--- config.mk ---
export PLATFORM = sky130hd
export DESIGN_NAME = pipe_scoreboard
export DESIGN_NICKNAME = d
export VERILOG_FILES = /design/src/rtl/pipe_scoreboard.sv
export SDC_FILE = /design/constraint.sdc
export NUM_CORES = 1
export LEC_CHECK = 0
export ABC_AREA = 1
export CAP_MARGIN = 20
export CELL_PAD_IN_SITES_DETAIL_PLACEMENT = 1
export CELL_PAD_IN_SITES_GLOBAL_PLACEMENT = 2
export CORE_ASPECT_RATIO = 1.75
export CORE_MARGIN = 1
export CORE_UTILIZATION = 30
export CTS_BUF_LIST = sky130_fd_sc_hd__clkbuf_4 sky130_fd_sc_hd__clkbuf_8
export CTS_CLUSTER_DIAMETER = 150
export CTS_CLUSTER_SIZE = 24
export DETAILED_ROUTE_END_ITERATION = 8
export GPL_TIMING_DRIVEN = 0
export PLACE_DENSITY_LB_ADDON = 0.05
export SKIP_LAST_GASP = 1
export SLEW_MARGIN = 15
export SYNTH_ARGS = -nofsm -noshare
export SYNTH_HDL_FRONTEND = slang
export SYNTH_SLANG_ARGS = --single-unit
--- constraint.sdc ---
create_clock -name CLK -period 2.64 [get_ports CLK]
set_input_delay 0.396 -clock CLK [delete_from_list [all_inputs] [get_ports CLK]]
set_output_delay 0.396 -clock CLK [all_outputs]
set_load 0.005 [all_outputs]
--- src/rtl/pipe_scoreboard.sv ---
// Pipeline scoreboard: tracks register-writing instructions past decode,
// derives operand forwarding selects and the load-use stall for the
// instruction currently in decode, and keeps a saturating stall counter.
module pipe_scoreboard #(
    parameter int unsigned NSTAGES    = 3,
    parameter int unsigned REG_BITS   = 5,
    parameter int unsigned ALU_READY  = 1,
    parameter int unsigned LOAD_READY = 2,
    parameter int unsigned SEL_W      = 2,
    parameter int unsigned CNT_W      = 16
) (
    input  logic                CLK,
    input  logic                reset,
    input  logic                id_valid,
    input  logic [REG_BITS-1:0] id_rs,
    input  logic [REG_BITS-1:0] id_rt,
    input  logic                id_use_rs,
    input  logic                id_use_rt,
    input  logic                id_regwrite,
    input  logic [REG_BITS-1:0] id_dest,
    input  logic                id_is_load,
    input  logic                flush,
    output logic                stall,
    output logic [SEL_W-1:0]    fwd_a,
    output logic [SEL_W-1:0]    fwd_b,
    output logic [NSTAGES-1:0]  slot_valid,
    output logic                retire_valid,
    output logic [REG_BITS-1:0] retire_dest,
    output logic [CNT_W-1:0]    stall_count
);

    // Index 0 is slot 1 (the slot right after decode).
    logic [NSTAGES-1:0]  slotValidQ;
    logic [NSTAGES-1:0]  slotLoadQ;
    logic [REG_BITS-1:0] slotDestQ [NSTAGES];
    logic [CNT_W-1:0]    stallCountQ;

    // Operand 0 is rs, operand 1 is rt.
    logic [REG_BITS-1:0] srcIdx   [2];
    logic                srcUse   [2];
    logic                srcFound [2];
    logic                srcWait  [2];
    logic [SEL_W-1:0]    srcSel   [2];
    logic                insertValid;

    // Present both source operands in a uniform form for the match loop.
    always_comb begin
        srcIdx[0] = id_rs;
        srcIdx[1] = id_rt;
        srcUse[0] = id_use_rs;
        srcUse[1] = id_use_rt;
    end

    // Youngest matching producer decides; an unready match blocks older slots.
    always_comb begin
        for (int unsigned op = 0; op < 2; op++) begin
            srcFound[op] = 1'b0;
            srcWait[op]  = 1'b0;
            srcSel[op]   = '0;
            for (int unsigned k = 0; k < NSTAGES; k++) begin
                if (!srcFound[op] && slotValidQ[k] && srcUse[op] &&
                    (srcIdx[op] != '0) && (slotDestQ[k] == srcIdx[op])) begin
                    srcFound[op] = 1'b1;
                    if ((k + 1) >= (slotLoadQ[k] ? LOAD_READY : ALU_READY)) begin
                        srcSel[op] = SEL_W'(k + 1);
                    end else begin
                        srcWait[op] = 1'b1;
                    end
                end
            end
        end
    end

    // Decode outputs and the slot-1 insertion decision.
    always_comb begin
        stall        = id_valid & ~flush & (srcWait[0] | srcWait[1]);
        fwd_a        = srcSel[0];
        fwd_b        = srcSel[1];
        insertValid  = id_valid & ~flush & ~stall & id_regwrite & (id_dest != '0);
        slot_valid   = slotValidQ;
        retire_valid = slotValidQ[NSTAGES-1];
        retire_dest  = slotValidQ[NSTAGES-1] ? slotDestQ[NSTAGES-1] : '0;
        stall_count  = stallCountQ;
    end

    // Advance the slot shift register; slot 1 takes decode or a bubble.
    always_ff @(posedge CLK) begin
        if (reset) begin
            slotValidQ <= '0;
            slotLoadQ  <= '0;
            for (int unsigned k = 0; k < NSTAGES; k++) begin
                slotDestQ[k] <= '0;
            end
        end else begin
            slotValidQ <= {slotValidQ[NSTAGES-2:0], insertValid};
            slotLoadQ  <= {slotLoadQ[NSTAGES-2:0], insertValid & id_is_load};
            for (int unsigned k = 1; k < NSTAGES; k++) begin
                slotDestQ[k] <= slotDestQ[k-1];
            end
            slotDestQ[0] <= insertValid ? id_dest : '0;
        end
    end

    // Saturating count of stall cycles.
    always_ff @(posedge CLK) begin
        if (reset) begin
            stallCountQ <= '0;
        end else if (stall && (stallCountQ != '1)) begin
            stallCountQ <= stallCountQ + 1'b1;
        end
    end

endmodule

==> results.ini <==
[timing]
post-route-period-util = 0.946
slew_viol_final = 0
maxSlewHeadroom = 0.534
finalSetupViolCount = 0
fin_ws_ns = 0.143
hold-worst-slack_ns = 0.489
setup_tns_ns = 0
fin_crit_ns = 2.50
rsz0062_at_grt = false
fmax_mhz = 400
worst_pin_slew_ns = 0.699
finalHoldViolations = 0
fin_skew_ns = 0.00333

[setup_path]
reg2reg_slack_ns = 0.81
crit_path_frequent_cell = clkdlybuf4s50_1
critical_path_class = in2out
cp-start-kind = input port
critPathMaxFanout = 10
critPathTopFamily = buffers and inverters
cpPeakStageDelay_ns = 0.51
path_cells = clkdlybuf4s50_1, inv_1, nor2_4, clkbuf_4, a21boi_2, clkdlybuf4s50_1
path_buf_inv = 4
arrival_ns = 2.10
end_kind = primary output
cp_data_required_time_ns = 2.24
crit_path_top_delay_cell = clkdlybuf4s50_1

[clock_tree]
cts_tree = done
cts_made_buffers = 5
root_buffer = clkbuf_8
clock-sinks = 35
cts_hold_repair.buffers = 0
path_clk_slew_ns = 0.07
clock_latency_ns = 0.30
cts_buffer_depth = 2
htreeDepth = 2

[power]
ir_worst_vdd_uv = 292
leakage_nw = 1.29
powerDensity_nw_per_um2 = 379
finalPower_w = 0.00114

[synth]
syn_area_per_cell_um2 = 6.66
synth_edf_count = 0
synth_nets = 360
postSynthCellCount = 336
synthFlopType = dfxtp_1
ys_seq_elements = 35
ys_top_cells_by_area = dfxtp_1 (31%), nand2_1 (14%), inv_1 (6.9%), nor2_1 (6.7%), nand4_1 (5.9%)
synth_warnings = 0
synth_top_area_frac = 0.313
synth_top_family_by_area = simple AND/OR/NAND/NOR gates
synth-xor-area-share = 0.0548
synth-seq-area-share = 0.313
synth_area_leader_cell = dfxtp_1
synth_mux_area_frac = 0
synth_simple_gate_area_share = 0.408
synth-compound-area-share = 0.103
synth_area_um2 = 2240
synth_fa_ha_area_frac = 0.00559
async_reset_ff_frac = 0
synth_cell_types = 32

[final_layout]
fin_nets = 421
area.growth.synth_to_final_pct = 34.6
fillCellCount = 972
multi_input_area_um2 = 1300
drive_gt1_frac = 0.176
layout_commonest_cell = nand2_1
fin_util = 0.417
regArea_um2 = 701
mostFrequentLayoutCells = nand2_1 (84), inv_1 (40), clkdlybuf4s50_1 (38)
diodes = 0

[floorplan]
die_w_um = 67.3
initial_core_util = 0.309
fp.coreArea_um2 = 7230
io_pins = 53
fp.dieArea_um2 = 7820
rows = 41
chipHeight_um = 116

[global_routing]
antenna_found_initial = 0
grt_pass1_vias = 2487
grt_remaining_overflow = 0
grt_max_degree = 13
grt_use_total = 0.214
grt_pass1_wl_mm = 12.0

[placement]
routabilityCongestion = 0.795
pre_cts_ws_ns = -0.264
numPortBuffers = 51
dp_hpwl_mm = 6.16

[drt]
drtIter0Drc = 66
drc_errors = 0
wire_per_inst_um = 15.7
ant_nets = 0
vias = 2376
drt-pass1-iter-count = 4
drt-total-wl_mm = 7.61
via_per_inst = 4.91

[run]
cap_violations = 0

[hold_path]
hold_class = in2reg

[status]
outcome = complete, no violations

## sequential cells by signal, summed over array words and instances, names as in the netlist
name and cells:
slotLoadQ 1, slot_valid 3, slotDestQ 15, stall_count 16
## where the power goes
part	internal [W]	switching, W	total, W	leakage (nW)
combinational	0.0000452	0.0000650	0.000110	0.952
sequential	0.000531	0.00000483	0.000536	0.282
clock	0.000281	0.000215	0.000496	0.0581
total	0.000857	0.000284	0.00114	1.29
## metal layers
metal  track usage  wire length, um  vias up  share of wire
li1              -                -     1186              -
met1         0.187             2610     1127           0.34
met2         0.427             4440       47           0.58
met3        0.0391              217       16          0.029
met4         0.128              339        0          0.045
met5             0                0        -              0
## synth_stat cells, types with 4 or more instances
cell	instances
nand2_2	11
o22ai_1	5
nor2_1	40
a21oi_1	12
nor2_2	7
dfxtp_1	35
clkbuf_1	4
a21oi_2	8
nor3_1	5
inv_2	11
o21ai_0	6
nand2_1	85
nand3_1	8
inv_1	41
nand4_1	21
xor2_1	9
xnor2_1	5
## cell families (layout without fill, tap and decap cells)
group | after synthesis | in the layout
compound gates | 36 | 36
xor+xnor | 14 | 14
flops | 35 | 35
fa+ha+maj | 1 | 1
simple gates | 189 | 189
buf+inv | 61 | 123
## metrics by stage
step	cell area, um2	std cells
after floorplan	2240	336
after global placement	2860	473
after detailed placement	2860	473
after CTS	2990	483
after global routing	3010	484
final	3010	484
## worst reg2reg max path, stage by stage, from the launching register on
cell     delay [ns]
dfxtp_1        0.43
nand2_1        0.10
a21oi_2        0.12
nand2_1        0.07
nor2_2         0.15
nand3_2        0.10
buf_4          0.16
nand2_4        0.12
nand3_4        0.14
buf_12         0.19
nand2_2        0.06
a21oi_2        0.04
## area by class of cell
type | count | share of cell area
clock buffer | 5 | 0.0228
sequential | 35 | 0.233
multi-input combinational | 240 | 0.432
tap | 86 | 0.0357
clock inverter | 3 | 0.0145
inverter | 53 | 0.0660
timing repair buffer | 54 | 0.175
buffer | 8 | 0.0208
## repair_timing
item	CTS	global route
setup endpoints to repair	5	4
setup buffers	2	1
resized for setup	17	8
pin swaps	1	2
## final timing paths
kind                endpoint  cells past startpoint          start
min           stall_count[7]                      2          reset
max reg2reg  stall_count[15]                     11  slot_valid[0]
max                    stall                      6       id_valid
min reg2reg    slot_valid[2]                      2  slot_valid[1]
Power figures use the tool's default switching activity.
